--- config.mk ---
export PLATFORM = sky130hd
export DESIGN_NAME = iterative_muldiv_unit
export DESIGN_NICKNAME = d
export VERILOG_FILES = /design/src/rtl/muldiv_pkg.sv /design/src/rtl/muldiv_sign_fix.sv /design/src/rtl/iterative_muldiv_unit.sv
export SDC_FILE = /design/constraint.sdc
export NUM_CORES = 1
export LEC_CHECK = 0
export BUFFER_PORTS_ARGS = -buffer_cell sky130_fd_sc_hd__buf_2
export CAP_MARGIN = 0
export CORE_AREA = 2 2 211 265
export DETAILED_ROUTE_END_ITERATION = 8
export DIE_AREA = 0 0 213 267
export GPL_TIMING_DRIVEN = 0
export PLACE_DENSITY_LB_ADDON = 0.08
export SLEW_MARGIN = 30
export SYNTH_ARGS = -nofsm -noshare
export SYNTH_HDL_FRONTEND = slang
export SYNTH_SLANG_ARGS = --single-unit
--- constraint.sdc ---
create_clock -name clk -period 5.19 [get_ports clk]
set_input_delay 1.038 -clock clk [delete_from_list [all_inputs] [get_ports clk]]
set_output_delay 1.038 -clock clk [all_outputs]
set_load 0.05 [all_outputs]
--- src/rtl/muldiv_pkg.sv ---
// Shared definitions for the iterative RV32M multiply/divide unit:
// funct3 encodings, FSM state encoding and operand-signedness helpers.
package muldiv_pkg;

    localparam logic [2:0] F3_MUL    = 3'b000;
    localparam logic [2:0] F3_MULH   = 3'b001;
    localparam logic [2:0] F3_MULHSU = 3'b010;
    localparam logic [2:0] F3_MULHU  = 3'b011;
    localparam logic [2:0] F3_DIV    = 3'b100;
    localparam logic [2:0] F3_DIVU   = 3'b101;
    localparam logic [2:0] F3_REM    = 3'b110;
    localparam logic [2:0] F3_REMU   = 3'b111;

    typedef enum logic [1:0] {
        S_IDLE = 2'd0,
        S_CALC = 2'd1,
        S_FIN  = 2'd2
    } state_e;

    function automatic logic is_signed_a(input logic [2:0] f3);
        return (f3 == F3_MULH) || (f3 == F3_MULHSU) || (f3 == F3_DIV) || (f3 == F3_REM);
    endfunction

    function automatic logic is_signed_b(input logic [2:0] f3);
        return (f3 == F3_MULH) || (f3 == F3_DIV) || (f3 == F3_REM);
    endfunction

endpackage

--- src/rtl/muldiv_sign_fix.sv ---
// Conditional two's-complement negate; used as abs() on operands and as
// sign restoration on the magnitude result.
module muldiv_sign_fix #(
    parameter int W = 32
) (
    input  logic [W-1:0] val_i,
    input  logic         neg_i,
    output logic [W-1:0] val_o
);

    assign val_o = neg_i ? (~val_i + W'(1)) : val_i;

endmodule

--- src/rtl/iterative_muldiv_unit.sv ---
// Multi-cycle RV32M execute unit: radix-2 shift-add multiply and restoring
// divide on operand magnitudes, one result bit per clock, sharing one adder.
module iterative_muldiv_unit
    import muldiv_pkg::*;
#(
    parameter int XLEN      = 32,
    parameter bit EARLY_OUT = 1'b1
) (
    input  logic            clk,
    input  logic            rst_n,
    input  logic            start,
    input  logic [2:0]      funct3,
    input  logic [XLEN-1:0] op_a,
    input  logic [XLEN-1:0] op_b,
    input  logic            flush,
    output logic            busy,
    output logic            result_valid,
    output logic [XLEN-1:0] result
);

    localparam int                CNT_W    = $clog2(XLEN);
    localparam logic [CNT_W-1:0]  CNT_LAST = CNT_W'(XLEN - 1);
    localparam logic [XLEN-1:0]   XMIN     = {1'b1, {(XLEN-1){1'b0}}};

    state_e            state_q, state_d;
    logic [CNT_W-1:0]  count_q;
    logic [2:0]        f3_q;
    logic [XLEN-1:0]   hi_q, lo_q, bmag_q, result_q;
    logic              sa_q, sb_q, div0_q, valid_q;

    logic              sa_in, sb_in, div0_in, ovf_in, special_in, accept;
    logic [XLEN-1:0]   amag, bmag;

    assign sa_in      = is_signed_a(funct3) & op_a[XLEN-1];
    assign sb_in      = is_signed_b(funct3) & op_b[XLEN-1];
    assign div0_in    = funct3[2] && (op_b == '0);
    assign ovf_in     = funct3[2] && !funct3[0] && (op_a == XMIN) && (op_b == '1);
    assign special_in = EARLY_OUT && (div0_in || ovf_in);
    assign accept     = start && !flush && (state_q == S_IDLE || state_q == S_FIN);

    muldiv_sign_fix #(.W(XLEN)) u_abs_a (.val_i(op_a), .neg_i(sa_in), .val_o(amag));
    muldiv_sign_fix #(.W(XLEN)) u_abs_b (.val_i(op_b), .neg_i(sb_in), .val_o(bmag));

    // Shared adder: add multiplicand for mul, trial-subtract divisor for div.
    logic            is_mul_q, is_rem_q;
    logic [XLEN:0]   add_a, add_b, sum;

    assign is_mul_q = !f3_q[2];
    assign is_rem_q = f3_q[1];
    assign add_a    = is_mul_q ? {1'b0, hi_q} : {hi_q, lo_q[XLEN-1]};
    assign add_b    = is_mul_q ? {1'b0, bmag_q} : ~{1'b0, bmag_q};
    assign sum      = add_a + add_b + {{XLEN{1'b0}}, ~is_mul_q};

    // Result path: sign is restored on the full product before slicing.
    logic [2*XLEN-1:0] fix_in, fixed;
    logic              fix_neg;
    logic [XLEN-1:0]   final_res;

    assign fix_in  = is_mul_q ? {hi_q, lo_q} : {{XLEN{1'b0}}, (is_rem_q ? hi_q : lo_q)};
    assign fix_neg = (is_mul_q || !is_rem_q) ? (sa_q ^ sb_q) : sa_q;

    muldiv_sign_fix #(.W(2*XLEN)) u_fix_res (.val_i(fix_in), .neg_i(fix_neg), .val_o(fixed));

    always_comb begin
        final_res = fixed[XLEN-1:0];
        if (is_mul_q) begin
            if (f3_q != F3_MUL) final_res = fixed[2*XLEN-1:XLEN];
        end else if (div0_q && !is_rem_q) begin
            final_res = '1;
        end
    end

    always_ff @(posedge clk or negedge rst_n) begin
        if (!rst_n) state_q <= S_IDLE;
        else        state_q <= state_d;
    end

    always_comb begin
        state_d = state_q;
        case (state_q)
            S_IDLE: if (accept) state_d = special_in ? S_FIN : S_CALC;
            S_CALC: begin
                if (flush)                      state_d = S_IDLE;
                else if (count_q == CNT_LAST)   state_d = S_FIN;
            end
            S_FIN: begin
                if (accept) state_d = special_in ? S_FIN : S_CALC;
                else        state_d = S_IDLE;
            end
            default: state_d = S_IDLE;
        endcase
    end

    always_comb begin
        busy         = (state_q == S_CALC);
        result_valid = valid_q;
        result       = result_q;
    end

    // Early-out div-by-zero preloads the remainder with |op_a| so the result path restores op_a.
    always_ff @(posedge clk or negedge rst_n) begin
        if (!rst_n) begin
            count_q  <= '0;
            f3_q     <= '0;
            hi_q     <= '0;
            lo_q     <= '0;
            bmag_q   <= '0;
            sa_q     <= 1'b0;
            sb_q     <= 1'b0;
            div0_q   <= 1'b0;
            valid_q  <= 1'b0;
            result_q <= '0;
        end else begin
            if (accept) begin
                f3_q    <= funct3;
                sa_q    <= sa_in;
                sb_q    <= sb_in;
                div0_q  <= div0_in;
                bmag_q  <= bmag;
                lo_q    <= amag;
                hi_q    <= (special_in && div0_in) ? amag : '0;
                count_q <= '0;
            end else if (state_q == S_CALC) begin
                count_q <= (count_q == CNT_LAST) ? count_q : count_q + CNT_W'(1);
                if (is_mul_q) begin
                    if (lo_q[0]) {hi_q, lo_q} <= {sum, lo_q[XLEN-1:1]};
                    else         {hi_q, lo_q} <= {1'b0, hi_q, lo_q[XLEN-1:1]};
                end else begin
                    hi_q <= sum[XLEN] ? add_a[XLEN-1:0] : sum[XLEN-1:0];
                    lo_q <= {lo_q[XLEN-2:0], ~sum[XLEN]};
                end
            end
            valid_q <= (state_q == S_FIN) && !flush;
            if ((state_q == S_FIN) && !flush) result_q <= final_res;
        end
    end

endmodule

==> summary.txt <==
Global route
  • Vias in the first global route: 14413
  • First-pass GRT wire length: 103 mm
  • Grt total ovfl: 0
  • Initial antenna violation count: 0
  • Pin count of the biggest net entering global routing: 66
  • GRT Overall Usage: 25.4%

Clock network
  • Clk_lat worst skew: 0.47 ns
  • CTS hold repair buffers: 0
  • CTS tree: done
  • Clock Sink Count: 142
  • Max clock buf depth: 2
  • Clk pin slew, worst setup/hold paths: 0.07 ns
  • Depth of the CTS H-tree: 4
  • CTS Buf Count: 17
  • Clock root buffer: clkbuf_16

Run
  • # Max-Cap Violations: 0

Timing
  • Final max-slew violation count: 0
  • Unrepaired setup endpoints after global routing: false
  • Hold Fails Final Rpt: 0
  • Slew HR: 21.2%
  • Crit share post-route: 96.3%
  • Slew @ Worst Pin: 1.17 ns
  • Final worst slack: 0.190 ns
  • Final setup vio count: 0
  • F_max: 200 MHz
  • Post-layout min period: 5.00 ns
  • Hold WS: 0.430 ns
  • Setup TNS: 0 ns
  • Final Skew: 0.0101 ns

Detailed routing
  • DRT iter0 DRCs: 874
  • DR vias/cell: 5.45
  • DR WL/cell: 27.8 µm
  • TritonRoute pass-1 iters: 5
  • Antenna viol nets, final: 0
  • Drc violations: 0
  • Routed wire length: 71.7 mm
  • Via count: 14053

Yosys
  • Syn_nets: 1809
  • Seq/Total Area, Yosys: 26.4%
  • Fraction of registers with async set/reset: 100%
  • Synth Register Bits: 142
  • Syn Area/Cell: 7.91 µm²
  • Cells after Synth: 1700
  • Synthesis warning total: 0
  • Netlist cell types: 79
  • Most used DFF post-synth: dfrtp_1
  • Post-Syn Area: 0.0134 mm²
  • EDFF count, synth: 0

Layout
  • N_diodes: 0
  • Ratio of cells with drive above 1 in the final layout: 15.1%
  • P&R area growth vs syn: 18.4%
  • Finished Cell Area: 0.0159 mm²
  • NumNets Final: 1939
  • # fillers: 6007

Placed design
  • Final GP Congestion: 0.973
  • IO Port Bufs: 104
  • Post-DP Area: 0.0150 mm²
  • Pre-CTS setup slack: -3.53 ns
  • Final HPWL DP: 57.5 mm

Floorplanning
  • Die area: 0.0569 mm²
  • Die width: 213 µm
  • # IOs: 105
  • Site Rows: 96
  • Core outline area: 0.0544 mm²
  • Initial Utilization: 24.7%
  • Die height: 267 µm

Power and ir drop
  • VDD IR max: 0.222 mV
  • Leak Pwr: 6.44 nW
  • PD cells: 633 mW/mm²
  • P_sw: 5.50 mW
  • Sw Ratio: 54.6%
  • Reg power frac: 17.8%
  • Combinational share of power: 70.2%
  • Pint: 4.57 mW
  • Clock share of power: 11.9%

Setup path
  • Max FO, Critical Path: 19
  • CP startpoint: f3_q[2]$_DFFE_PN0P_
  • Worst r2r src: f3_q[2]$_DFFE_PN0P_
  • Worst path required time: 5.53 ns
  • Crit path kind: register to register
  • Arrival time at the worst endpoint: 5.34 ns
  • Nature of the critical path endpoint: register
  • Crit path launch type: register

Min path
  • Hold Crit Class: input port to asynchronous set/reset pin

Status
  • Status: complete, no violations
==> metrics by stage <==
stage	utilization, %	power (mW)	std cells
after global placement	27.4	8.29	2539
after detailed placement	27.6	8.28	2541
after global routing	29.2	10.6	2578
after floorplan	-	6.01	1700
final	29.2	10.1	2578
after CTS	29.1	9.88	2578
==> sequential cells by signal, indices dropped and copies added, names as in the netlist <==
| register | count |
|---|---|
| bmag_q | 32 |
| count_q | 5 |
| div0_q | 1 |
| f3_q | 3 |
| hi_q | 32 |
| lo_q | 32 |
| result | 32 |
| result_valid | 1 |
| sa_q | 1 |
| sb_q | 1 |
| state_q | 2 |
==> per-layer routing <==
metal	wire [µm]	global-route usage [%]	vias to the layer above
met3	2380	2.35	182
met5	0	0	-
met4	6190	19.9	0
li1	-	-	6509
met2	34900	43.8	449
met1	28300	28.5	6913
==> critical path, stage by stage (launching register included) <==
cell       delay, ns
dfrtp_1         0.34
buf_4           0.18
clkbuf_8        0.20
clkbuf_8        0.25
clkbuf_8        0.24
buf_6           0.20
buf_4           0.22
mux2_2          0.36
ha_1            0.39
nand4_1         0.17
a2111oi_4       0.38
o211ai_1        0.26
a311oi_2        0.43
nor2_1          0.19
o31ai_1         0.31
xor2_1          0.27
nor2_1          0.09
o31ai_2         0.37
==> final cells by class <==
class                   count  area, µm²  area share [%]
inverters                  23       86.3           0.543
repair buffers            116        673            4.23
well taps                 735        920            5.78
multi-input cells        1399       9470            59.5
clock inverters            12       86.3           0.543
flip-flops and latches    142       3550            22.3
plain buffers             131        664            4.18
clock buffers              20        457            2.87
==> cell usage in the layout (no fill, tap or decap), types with 32 or more instances in the layout <==
| cell | n |
|---|---|
| o21ai_0 | 173 |
| nor3_1 | 36 |
| buf_2 | 111 |
| dfrtp_1 | 142 |
| a21oi_1 | 123 |
| o31ai_1 | 34 |
| ha_1 | 34 |
| clkbuf_1 | 88 |
| mux2i_1 | 90 |
| xor2_1 | 122 |
| mux2_2 | 38 |
| nor2_1 | 123 |
| o22ai_1 | 32 |
| nand2_1 | 184 |
| xnor2_1 | 59 |
| o211ai_1 | 32 |
==> synthesized netlist by cell type (5+ instances only) <==
| cell type | count | area (µm²) |
|---|---|---|
| nand2_1 | 184 | 691 |
| o21ai_0 | 176 | 881 |
| dfrtp_1 | 142 | 3550 |
| a21oi_1 | 127 | 636 |
| nor2_1 | 124 | 465 |
| xor2_1 | 122 | 1070 |
| clkbuf_1 | 104 | 390 |
| mux2i_1 | 92 | 921 |
| xnor2_1 | 61 | 534 |
| nor3_1 | 39 | 195 |
| mux2_2 | 38 | 428 |
| ha_1 | 37 | 463 |
| o31ai_1 | 35 | 263 |
| o22ai_1 | 33 | 206 |
| o211ai_1 | 32 | 240 |
| a211oi_1 | 28 | 210 |
| inv_1 | 20 | 75.1 |
| nand4_1 | 20 | 125 |
| buf_1 | 18 | 67.6 |
| nand3_1 | 17 | 85.1 |
| a31oi_1 | 16 | 100 |
| or3_1 | 14 | 87.6 |
| o221ai_1 | 13 | 114 |
| o41ai_1 | 13 | 114 |
| nand2b_1 | 11 | 68.8 |
| a21o_1 | 10 | 75.1 |
| nor2b_1 | 10 | 62.6 |
| a221oi_1 | 9 | 78.8 |
| and2_1 | 9 | 56.3 |
| o21a_1 | 9 | 67.6 |
| a22oi_1 | 8 | 60.1 |
| buf_2 | 8 | 40.0 |
| nor4_1 | 8 | 50.1 |
| nor4bb_1 | 7 | 70.1 |
| or2_2 | 7 | 43.8 |
| and3_1 | 6 | 37.5 |
| o21ai_1 | 6 | 30.0 |
| nand3b_1 | 5 | 37.5 |
==> what timing repair did <==
action,CTS,global route
pin swaps,12,9
endpoints found under the hold margin,0,0
buffers inserted,8,2
setup endpoints to repair,49,40
resized for setup,73,13
==> worst paths after layout <==
kind                                          endpoint  slack [ns]  cells past startpoint
worst max register to register    hi_q[30]$_DFFE_PN0P_        0.19                     17
worst max-delay path              hi_q[30]$_DFFE_PN0P_        0.19                     17
worst min register to register   result[4]$_DFFE_PN0P_        0.47                      2
min in group clk                 result[4]$_DFFE_PN0P_        0.47                      2
worst min-delay path            result_valid$_DFF_PN0_        0.43                      1
max in group asynchronous             sa_q$_DFFE_PN0P_        4.06                      2
==> power by group through the flow <==
stage / Combinational, mW / Clock (mW) / Sequential [mW]
6_report: 7.07 / 1.20 / 1.80
5_1_grt: 7.56 / 1.27 / 1.82
4_1_cts: 6.85 / 1.24 / 1.79
3_5_place_dp: 6.47 / 0 / 1.81
3_3_place_gp: 6.49 / 0 / 1.81
2_1_floorplan: 4.40 / 0 / 1.62
==> cells by family after synthesis <==
logic type | count (synthesis) | share of synthesized area, %
multiplexers | 130 | 10.0
AND/OR/NAND/NOR | 488 | 17.3
adder cells (fa/ha/maj) | 38 | 3.59
flip-flops | 142 | 26.4
buffers and inverters | 159 | 4.79
AO/OA/AOI/OAI | 560 | 25.9
XOR/XNOR | 183 | 11.9
(Power assumes the default switching activity.)
